==> config.mk <==
export PLATFORM = sky130hd
export DESIGN_NAME = uart_tx_engine
export DESIGN_NICKNAME = d
export VERILOG_FILES = /design/src/rtl/uart_tx_pkg.sv /design/src/rtl/uart_tx_parity.sv /design/src/rtl/uart_tx_engine.sv
export SDC_FILE = /design/constraint.sdc
export NUM_CORES = 1
export LEC_CHECK = 0
export BUFFER_PORTS_ARGS = -buffer_cell sky130_fd_sc_hd__buf_2
export CAP_MARGIN = 20
export CELL_PAD_IN_SITES_DETAIL_PLACEMENT = 1
export CELL_PAD_IN_SITES_GLOBAL_PLACEMENT = 1
export CORE_MARGIN = 2
export CORE_UTILIZATION = 44
export CTS_BUF_LIST = sky130_fd_sc_hd__clkbuf_4 sky130_fd_sc_hd__clkbuf_8
export CTS_CLUSTER_SIZE = 16
export DETAILED_ROUTE_END_ITERATION = 8
export PLACE_DENSITY_LB_ADDON = 0.25
export SYNTH_ARGS = -nofsm -noshare
export SYNTH_HDL_FRONTEND = slang
export SYNTH_SLANG_ARGS = --single-unit
==> constraint.sdc <==
create_clock -name clk -period 1.7 [get_ports clk]
set_input_delay 0 -clock clk [delete_from_list [all_inputs] [get_ports clk]]
set_output_delay 0 -clock clk [all_outputs]
set_load 0.01 [all_outputs]
==> src/rtl/uart_tx_pkg.sv <==
// uart_tx_pkg: shared state encoding, parity selectors and default frame width for the UART transmitter.
package uart_tx_pkg;

    localparam int DEF_DATA_WIDTH = 8;

    localparam logic PAR_EVEN = 1'b0;
    localparam logic PAR_ODD  = 1'b1;

    typedef enum logic [2:0] {
        IDLE,
        ARMED,
        START,
        DATA,
        PARITY,
        STOP1,
        STOP2
    } state_t;

endpackage

==> src/rtl/uart_tx_parity.sv <==
// uart_tx_parity: combinational even/odd parity over one data word.
module uart_tx_parity
    import uart_tx_pkg::*;
#(
    parameter int DATA_WIDTH = DEF_DATA_WIDTH
) (
    input  logic [DATA_WIDTH-1:0] data,
    input  logic                  par_typ,
    output logic                  parity
);

    assign parity = (par_typ == PAR_EVEN) ? ^data : ~^data;

endmodule

==> src/rtl/uart_tx_engine.sv <==
// uart_tx_engine: parametrised UART transmitter (start, 5..9 data bits LSB first, optional parity, 1 or 2 stops).
// Define UART_TX_DONE_PULSE_EN to add the tx_done one-clk end-of-frame pulse.
module uart_tx_engine
    import uart_tx_pkg::*;
#(
    parameter int   DATA_WIDTH = DEF_DATA_WIDTH,
    parameter logic IDLE_LEVEL = 1'b1
) (
    input  logic                  clk,
    input  logic                  rst,
    input  logic                  tick,
    input  logic                  data_valid,
    input  logic [DATA_WIDTH-1:0] p_data,
    input  logic                  par_en,
    input  logic                  par_typ,
    input  logic                  two_stop,
    output logic                  tx_out,
    output logic                  busy
`ifdef UART_TX_DONE_PULSE_EN
    ,
    output logic                  tx_done
`endif
);

    localparam int              CW   = $clog2(DATA_WIDTH);
    localparam logic [CW-1:0]   LAST = CW'(DATA_WIDTH - 1);

    state_t                state, state_n;
    logic [DATA_WIDTH-1:0] shift_reg, shift_n;
    logic [CW-1:0]         cnt, cnt_n;
    logic                  par_en_q, two_stop_q, par_bit_q;
    logic                  par_bit;
    logic                  accept;
    logic                  tx_n;

    assign accept = (state == IDLE) && data_valid;

    uart_tx_parity #(.DATA_WIDTH(DATA_WIDTH)) u_parity (
        .data    (p_data),
        .par_typ (par_typ),
        .parity  (par_bit)
    );

    always_comb begin
        state_n = state;
        shift_n = shift_reg;
        cnt_n   = cnt;
        case (state)
            IDLE: if (data_valid) begin
                state_n = ARMED;
                shift_n = p_data;
            end
            ARMED: if (tick) begin
                state_n = START;
                cnt_n   = '0;
            end
            START: if (tick) state_n = DATA;
            DATA: if (tick) begin
                if (cnt < LAST) begin
                    cnt_n   = cnt + 1'b1;
                    shift_n = shift_reg >> 1;
                end else begin
                    state_n = par_en_q ? PARITY : STOP1;
                end
            end
            PARITY: if (tick) state_n = STOP1;
            STOP1:  if (tick) state_n = two_stop_q ? STOP2 : IDLE;
            STOP2:  if (tick) state_n = IDLE;
            default: state_n = IDLE;
        endcase
        // line level is registered from the state being entered so it changes with the bit boundary
        tx_n = (state_n == START)  ? ~IDLE_LEVEL :
               (state_n == DATA)   ? shift_n[0]  :
               (state_n == PARITY) ? par_bit_q   : IDLE_LEVEL;
    end

    always_ff @(posedge clk or negedge rst) begin
        if (!rst) begin
            state      <= IDLE;
            shift_reg  <= '0;
            cnt        <= '0;
            par_en_q   <= 1'b0;
            two_stop_q <= 1'b0;
            par_bit_q  <= 1'b0;
            tx_out     <= IDLE_LEVEL;
            busy       <= 1'b0;
        end else begin
            state     <= state_n;
            shift_reg <= shift_n;
            cnt       <= cnt_n;
            tx_out    <= tx_n;
            busy      <= (state_n != IDLE);
            if (accept) begin
                par_en_q   <= par_en;
                two_stop_q <= two_stop;
                par_bit_q  <= par_bit;
            end
        end
    end

`ifdef UART_TX_DONE_PULSE_EN
    always_ff @(posedge clk or negedge rst) begin
        if (!rst) tx_done <= 1'b0;
        else      tx_done <= (state != IDLE) && (state_n == IDLE);
    end
`endif

endmodule

== Word-level counts from Yosys, hierarchy flattened ==
Cells that the tools add are included.

* Flip-flop bits (word level): 19
* Input bits: 15

* Reductions and logical operators: 9
* Magnitude comparators: 1
* Equality and inequality tests: 13
* Mux-type cells: 23
* Add/sub/neg operators: 1

{| class="wikitable"
|+ Operators by type and width
! cell !! number
|-
| $mux 3 || 12
|-
| $mux 8 || 3
|-
| $pmux 3 s7 || 1
|-
| $pmux 8 s2 || 1
|-
| $eq 3x2->1 const B || 4
|-
| $eq 3x3->1 const B || 4
|-
| $ne 2x2->1 const B || 4
|-
| $reduce_and 4->1 || 2
|-
| $reduce_xnor 8->1 || 1
|-
| $reduce_xor 8->1 || 1
|-
| $pmux 3 s2 || 1
|-
| $mux 1 || 5
|-
| $reduce_bool 2->1 || 2
|-
| $add 3x1->3 const B || 1
|-
| $eq 3x1->1 const B || 1
|-
| $logic_not 3->1 || 1
|-
| $lt 3x3->1 const B || 1
|-
| $reduce_bool 3->1 || 1
|-
| $logic_and 1x1->1 || 1
|}

== Longest topological paths before layout ==
Gate-level depths: netlist of run 1.

* Word-level depth: 8
* Mapped depth: 7
* Mapped depth without buffers: 6

== Hierarchy ==
From an unflattened synthesis of run 1, not the netlist that was laid out.

* Cell total of the unflattened synthesis: 95
* Area total of the unflattened synthesis: 1016.0 um2

{| class="wikitable"
|+ Modules (own cells, without submodules)
! module !! sequential area each (um2) !! instances !! area each (um2) !! cells an instance
|-
| uart_tx_engine || 476.7 || 1 || 933.4 || 88
|-
| uart_tx_parity || 0.0 || 1 || 82.6 || 7
|}

== Least setup slack after synthesis of run 1 ==
Ideal clock, no wire load.

* Path kind: flip-flop to flip-flop
* From: register state[0]
* To: register tx_out
* Setup slack: 0.107 ns
* Data arrival time: 1.499 ns
* Stages on the path, launching flop included: 7
* Buffers on the path: 1
* Path through: dfrtp_1 > buf_6 > nor4b_4 > o21ba_4 > a221o_1 > a21oi_1 > a21oi_1

* Elaborated cells between the ends (all ways): 23

{| class="wikitable"
|+ RTL lines
! element !! RTL line !! RTL
|-
| from (decl) || uart_tx_engine.sv:28 || <nowiki>state_t state, state_n;</nowiki>
|-
| from (signal assigned) || uart_tx_engine.sv:88 || <nowiki>state <= state_n;</nowiki>
|-
| $eq 3x2->1 or $logic_not 3->1 (tied branches) || uart_tx_engine.sv:48 || <nowiki>case (state)</nowiki>
|-
| $pmux 8 s2 * || uart_tx_engine.sv:48 ||
|-
| net shift_n[0] || uart_tx_engine.sv:29 || <nowiki>logic [DATA_WIDTH-1:0] shift_reg, shift_n;</nowiki>
|-
| $mux 1 * || uart_tx_engine.sv:73 || <nowiki>(state_n == DATA) ? shift_n[0] :</nowiki>
|-
| $mux 1 * || uart_tx_engine.sv:72 || <nowiki>tx_n = (state_n == START) ? ~IDLE_LEVEL :</nowiki>
|-
| net tx_n || uart_tx_engine.sv:34 || <nowiki>logic tx_n;</nowiki>
|-
| to (signal assigned) || uart_tx_engine.sv:91 || <nowiki>tx_out <= tx_n;</nowiki>
|-
| to (decl) || uart_tx_engine.sv:17 || <nowiki>output logic tx_out,</nowiki>
|}

The timed path passes the listed nets; every way through them passes the cells marked *.
A chain may end at the register's enable or synchronous reset.

== Worst setup path after layout of run 1 ==
* From: register state[2]
* To: register tx_out

* Elaborated cells between the ends (all ways): 23

{| class="wikitable"
|+ RTL lines
! element !! RTL line !! RTL
|-
| $eq 3x3->1 (tied with other cells) || uart_tx_engine.sv:48 ||
|-
| $pmux 3 s7 * || uart_tx_engine.sv:48 ||
|-
| net state_n[0] || uart_tx_engine.sv:28 ||
|-
| $eq 3x3->1 || uart_tx_engine.sv:74 || <nowiki>(state_n == PARITY) ? par_bit_q : IDLE_LEVEL;</nowiki>
|-
| $mux 1 || uart_tx_engine.sv:74 ||
|-
| $mux 1 || uart_tx_engine.sv:73 ||
|-
| $mux 1 * || uart_tx_engine.sv:72 ||
|-
| net tx_n || uart_tx_engine.sv:34 ||
|}

Marks and branches as above.

==> summary.txt, run 1 <==
Power
  • Max IR drop VDD: 0.000735 V
  • Pwr Density: 1300 nW/um^2
  • P_leak: 0.000617 uW

Synth
  • EDFF count, synth: 0
  • Synthesized cell area: 1010 sq um
  • Top cell type's share of synthesized area: 44.4%
  • Most frequent cells after synthesis: 19 x nand2_1, 18 x dfrtp_1, 7 x o21ai_0
  • Top post-synthesis cells by area: dfrtp_1 44%, nand2_1 7.0%, xnor2_1 5.2%, a22oi_1 4.4%, o21ai_0 3.5%
  • Yosys warnings: 0
  • Synth area leader: dfrtp_1
  • Most frequent cell after synthesis: nand2_1
  • Sequential fraction of the synthesis area: 47.0%
  • Synthesized Nets: 117
  • Post-synth ARST share: 100%
  • #FFs+latches synth: 19
  • Cells after synthesis: 101
  • Netlist cell types: 34
  • Syn_area_per_cell: 10.0 sq um
  • Primary FF master, synth: dfrtp_1

Floorplanning
  • Die height: 52.0 microns
  • # IOs: 17
  • Die X: 52.0 microns
  • CORE AREA: 2190 sq um
  • Die ar.: 2700 sq um
  • Initial Util: 46.3%
  • # rows: 17

Placed design
  • HPWL reported at the end of detailed placement: 1700 microns
  • IO Port Bufs: 16
  • Pre-CTS setup slack: 56.8 ps
  • DP Area: 1140 sq um
  • Final GP Congestion: 0.763

CTS
  • CTS root buffer: clkbuf_4
  • CTS max path bufs: 2
  • CTS H-tree depth: 1
  • Sink Count: 19
  • Skew-Pair Late Insertion Delay: 310 ps
  • Clock buffer count from CTS: 3
  • CTS tree: built
  • Clock transition at path regs: 100 ps

Timing
  • RSZ-0062 raised after global routing: true
  • Least-Margin Pin Slew: 435 ps
  • Worst hold slack: 86.1 ps
  • Fmax achieved: 581 MHz
  • Final Critical Period: 1720 ps
  • Clock Skews: 7.50 ps
  • Fin worst setup slack: -21.0 ps
  • Setup violations, final: 1
  • Fin crit share: 101%
  • Slew margin rel.: 70.9%
  • Final Max Slew Viols: 0
  • Final Hold Viols: 0

Worst hold path
  • Worst min-delay path class: in2reg

Worst setup path
  • Worst setup SP type: flip-flop
  • CP Cell Sequence: buf_4, mux2i_1, o211ai_1, a22o_1, nor4_2, a21oi_2
  • Delay of the slowest critical-path stage: 450 ps
  • CP endpoint kind: flip-flop
  • Max FO, Critical Path: 4
  • CP max-delay cell: dfrtp_2
  • Crit path required time: 1930 ps
  • Worst EP arrival: 1950 ps
  • Critical path type: reg2reg

Run status
  • Status: finished with violations
  • Failing checks: negative setup slack

Flow run
  • Max Cap Violations: 0

Detailed routing
  • Routed len/inst: 17.4 microns
  • DRC: 0
  • Pre-Repair DR Iteration Count: 4
  • WL final: 2820 microns
  • Detail Route Antenna Nets: 0
  • Routed vias/inst: 5.46
  • DR vias: 885
  • Initial DRC count: 6

Final layout
  • Max reg flops: 8
  • Fillers: 258
  • Nets: 151
  • Layout cells sized above 1: 31.3%
  • Area occupied by multi-input gates: 509 sq um
  • Final Cell Area: 1320 sq um
  • Syn-to-layout area delta: 30.6%
  • # diodes: 0
  • Reg area: 478 sq um

Global route
  • Grt total ovfl: 0
  • Vias in the first global route: 908
  • Initial antenna violation count: 0
  • GR Util All Layers: 20.2%
  • First-pass GRT wire length: 3990 microns
  • Largest net degree at the start of global routing: 20
## worst paths after layout
check / startpoint / end / slack [ps] / cells past startpoint
max: state[2] / tx_out / -20 / 6
min: p_data[0] / shift_reg[0] / 90 / 3
max reg2reg: state[2] / tx_out / -20 / 6
min reg2reg: shift_reg[1] / shift_reg[1] / 510 / 2
max in group asynchronous: rst / tx_out / 1220 / 2
min in group asynchronous: rst / shift_reg[3] / 140 / 2
## layer usage
metal,track usage [%],vias up,wire [microns]
met1,24.6,445,1150
li1,-,418,-
met3,2.59,5,66
met2,35.0,17,1560
met4,9.21,0,48
met5,0,-,0
## where the power goes
part | switching, uW | total (uW) | internal (uW)
registers | 134 | 759 | 626
clock network | 150 | 258 | 108
logic | 376 | 705 | 329
total | 659 | 1720 | 1060
## worst max-delay path, delay by kind of cell (launching register included)
| family | cells | cell delay (ps) |
|---|---|---|
| AOI/OAI and AO/OA | 3 | 520 |
| and+or+nand+nor | 1 | 320 |
| buffers and inverters | 1 | 150 |
| DFF | 1 | 450 |
| muxes | 1 | 190 |
## repair_timing
item / in CTS / in global routing
hold buffers: 10 / 0
hold endpoints to repair: 28 / 0
setup endpoints to repair: 0 / 2
buffers inserted: 0 / 2
gates resized for setup: 0 / 6
## kinds of logic (layout without fill, tap and decap cells)
group           Yosys count  count (layout)  synth area share (%)
flops                    19              19                  47.0
simple gates             36              36                  18.8
xor+xnor                  9               9                  7.78
compound gates           23              23                  16.0
fa+ha+maj                 1               1                  1.23
mux                       4               4                  4.32
buf+inv                   9              42                  4.81
## layout by cell type, fill, tap and decap left out, types with 2 or more instances in the layout
cell / count
a21oi_2: 2
a22oi_1: 6
buf_2: 16
buf_4: 8
clkbuf_4: 4
dfrtp_1: 17
dlygate4sd3_1: 10
inv_1: 3
mux2_2: 3
nand2_1: 19
nand3b_1: 3
nor2_1: 4
o21ai_0: 7
xnor2_1: 6
xor2_1: 3
## final cells by class
class	count	area share (%)
Clock buffer	4	2.27
Inverter	3	0.851
Multi-Input combinational cell	73	38.5
Sequential cell	19	36.1
Tap cell	28	2.65
Timing Repair Buffer	35	19.7
## per-stage QoR
step / utilization (%) / total power [uW] / setup TNS [ps] / instances
after floorplan: - / 1160 / 0 / 101
after global placement: 52.2 / 1340 / 0 / 146
after detailed placement: 52.2 / 1370 / 0 / 146
after CTS: 58.1 / 1640 / 0 / 160
after global routing: 60.4 / 1840 / -81.5 / 162
final: 60.4 / 1720 / -21.0 / 162
(Power assumes the default switching activity.)
==> run 2, diff against run 1 <==
CORE_ASPECT_RATIO = 0.8   (was unset)
==> summary.txt, run 2 (synthesis gave the netlist of run 1 again) <==
Detailed routing
  • DR vias: 862
  • Pre-Repair DR Iteration Count: 4
  • DRC: 0
  • Routed len/inst: 15.6 microns
  • Routed vias/inst: 5.49
  • Initial DRC count: 12
  • WL final: 2440 microns
  • Detail Route Antenna Nets: 0

Timing
  • RSZ-0062 raised after global routing: false
  • Fin crit share: 94.7%
  • Final Critical Period: 1610 ps
  • Final Hold Viols: 0
  • Setup violations, final: 0
  • Slew margin rel.: 70.8%
  • Final Max Slew Viols: 0
  • Least-Margin Pin Slew: 438 ps
  • Setup_tns: 0 ps
  • Fmax achieved: 621 MHz
  • Clock Skews: 2.15 ps

Final layout
  • # diodes: 0
  • Syn-to-layout area delta: 25.4%
  • Most common cell after layout, fill and taps aside: nand2_1
  • Utilization after layout: 58.4%
  • Max reg flops: 8
  • Layout cells sized above 1: 25.8%
  • Commonest non-fill, non-tap cells in the layout: 19 x nand2_1, 18 x dfrtp_1, 16 x buf_2, 10 x dlygate4sd3_1, 7 x o21ai_0
  • Nets: 149

Global route
  • Grt total ovfl: 0
  • Vias in the first global route: 857
  • First-pass GRT wire length: 4040 microns
  • GR Util All Layers: 20.9%
  • Initial antenna violation count: 0
  • Largest net degree at the start of global routing: 20

Worst hold path
  • Worst min-delay path class: in2reg

Placed design
  • HPWL reported at the end of detailed placement: 1670 microns
  • IO Port Bufs: 16
  • Final GP Congestion: 0.798

CTS
  • CTS tree: built
  • CTS H-tree depth: 1
  • Sink Count: 19
  • Clock buffer count from CTS: 3
  • Skew-Pair Late Insertion Delay: 300 ps
  • Clock transition at path regs: 110 ps
  • Post-CTS Setup Repair Bufs: 0
  • CTS root buffer: clkbuf_4
  • CTS max path bufs: 2

Floorplanning
  • # rows: 15
  • Initial Util: 46.6%
  • CORE AREA: 2180 sq um
  • Die ar.: 2710 sq um
  • Die X: 57.7 microns
  • # IOs: 17
  • Die height: 46.9 microns

Worst setup path
  • Max FO, Critical Path: 4
  • Reg-to-reg endpoint: tx_out
  • Crit. Startpoint: state[0]
  • CP max-delay cell: dfrtp_1
  • CP endpoint kind: flip-flop
  • Worst r2r path cells: 5
  • CP Cell Sequence: nor4b_4, o21ba_4, a221o_1, a21oi_1, a21oi_1
  • CP dominant cell by count: a21oi_1
  • Crit path required time: 1930 ps
  • CP Capture Point: tx_out
  • Setup slack, reg-to-reg: 90 ps
  • Delay of the slowest critical-path stage: 460 ps
  • Worst setup SP type: flip-flop
  • Worst EP arrival: 1840 ps
  • Critical path type: reg2reg
  • Reg-to-Reg Start: state[0]

Power
  • Sw Share: 37.1%
  • Cell Int Power: 1020 uW
  • Sequential power share: 46.2%
  • P_leak: 0.000602 uW
  • Pwr Density: 1270 nW/um^2
  • Pwr Total: 1620 uW
  • Switching power: 600 uW
  • Max IR drop VDD: 0.000790 V
  • Comb power frac: 39.4%
  • Clk pwr share: 14.4%

Flow run
  • Max Cap Violations: 0

Run status
  • Status: completed
## run 2: cell count changes in the layout (fill, tap and decap cells not counted), sizes merged
cell / previous run / this run
buf: 25 / 23
clkbuf: 4 / 3
clkinv: 0 / 1
## run 2: power groups by stage
stage / registers (uW) / clock network [uW] / logic [uW]
floorplan: 716 / 0 / 447
global placement: 743 / 0 / 591
detailed placement: 759 / 0 / 615
CTS: 751 / 245 / 641
global route: 772 / 262 / 720
finish: 749 / 233 / 639
## run 2: repair_timing
item | CTS | global route
gates resized for setup | 0 | 1
setup endpoints to repair | 0 | 1
endpoints found under the hold margin | 28 | 0
hold buffers | 10 | 0
## run 2: layer usage
layer | wire length [microns] | GRT usage [%] | vias up
met5 | 0 | 0 | -
met4 | 12 | 6.05 | 0
met3 | 86 | 5.51 | 2
met2 | 1230 | 36.4 | 19
met1 | 1120 | 26.3 | 425
li1 | - | - | 416
## run 2: worst min path at each step
stage                     startpoint            to  cells after the start
after detailed placement         rst  shift_reg[4]                      1
after floorplan                  rst          busy                      0
after global placement           rst  shift_reg[2]                      1
after global routing       p_data[0]  shift_reg[0]                      3
final                      p_data[0]  shift_reg[0]                      3
after CTS                  p_data[0]  shift_reg[0]                      3
## run 2: stage by stage
step	area (sq um)	setup slack (ps)	hold slack (ps)	cells
floorplan	1010	107	-296	101
global placement	1140	165	-38.7	143
detailed placement	1140	118	-34.2	143
CTS	1270	80.2	89.5	157
global route	1270	9.67	79.1	157
finish	1270	89.9	68.1	157
## run 2: final cells by class
class                      count  area, sq um
clock buffer                   3         22.5
clock inverter                 1         5.00
fill                         265          906
inverter                       3         11.3
multi-input combinational     73          488
sequential                    19          477
tap                           25         31.3
timing repair buffer          33          236
## run 2: critical path, delay by kind of cell, from the launching register on
kind,cells,cell delay (ps)
DFF,1,460
and+or+nand+nor,1,340
AOI/OAI and AO/OA,4,760
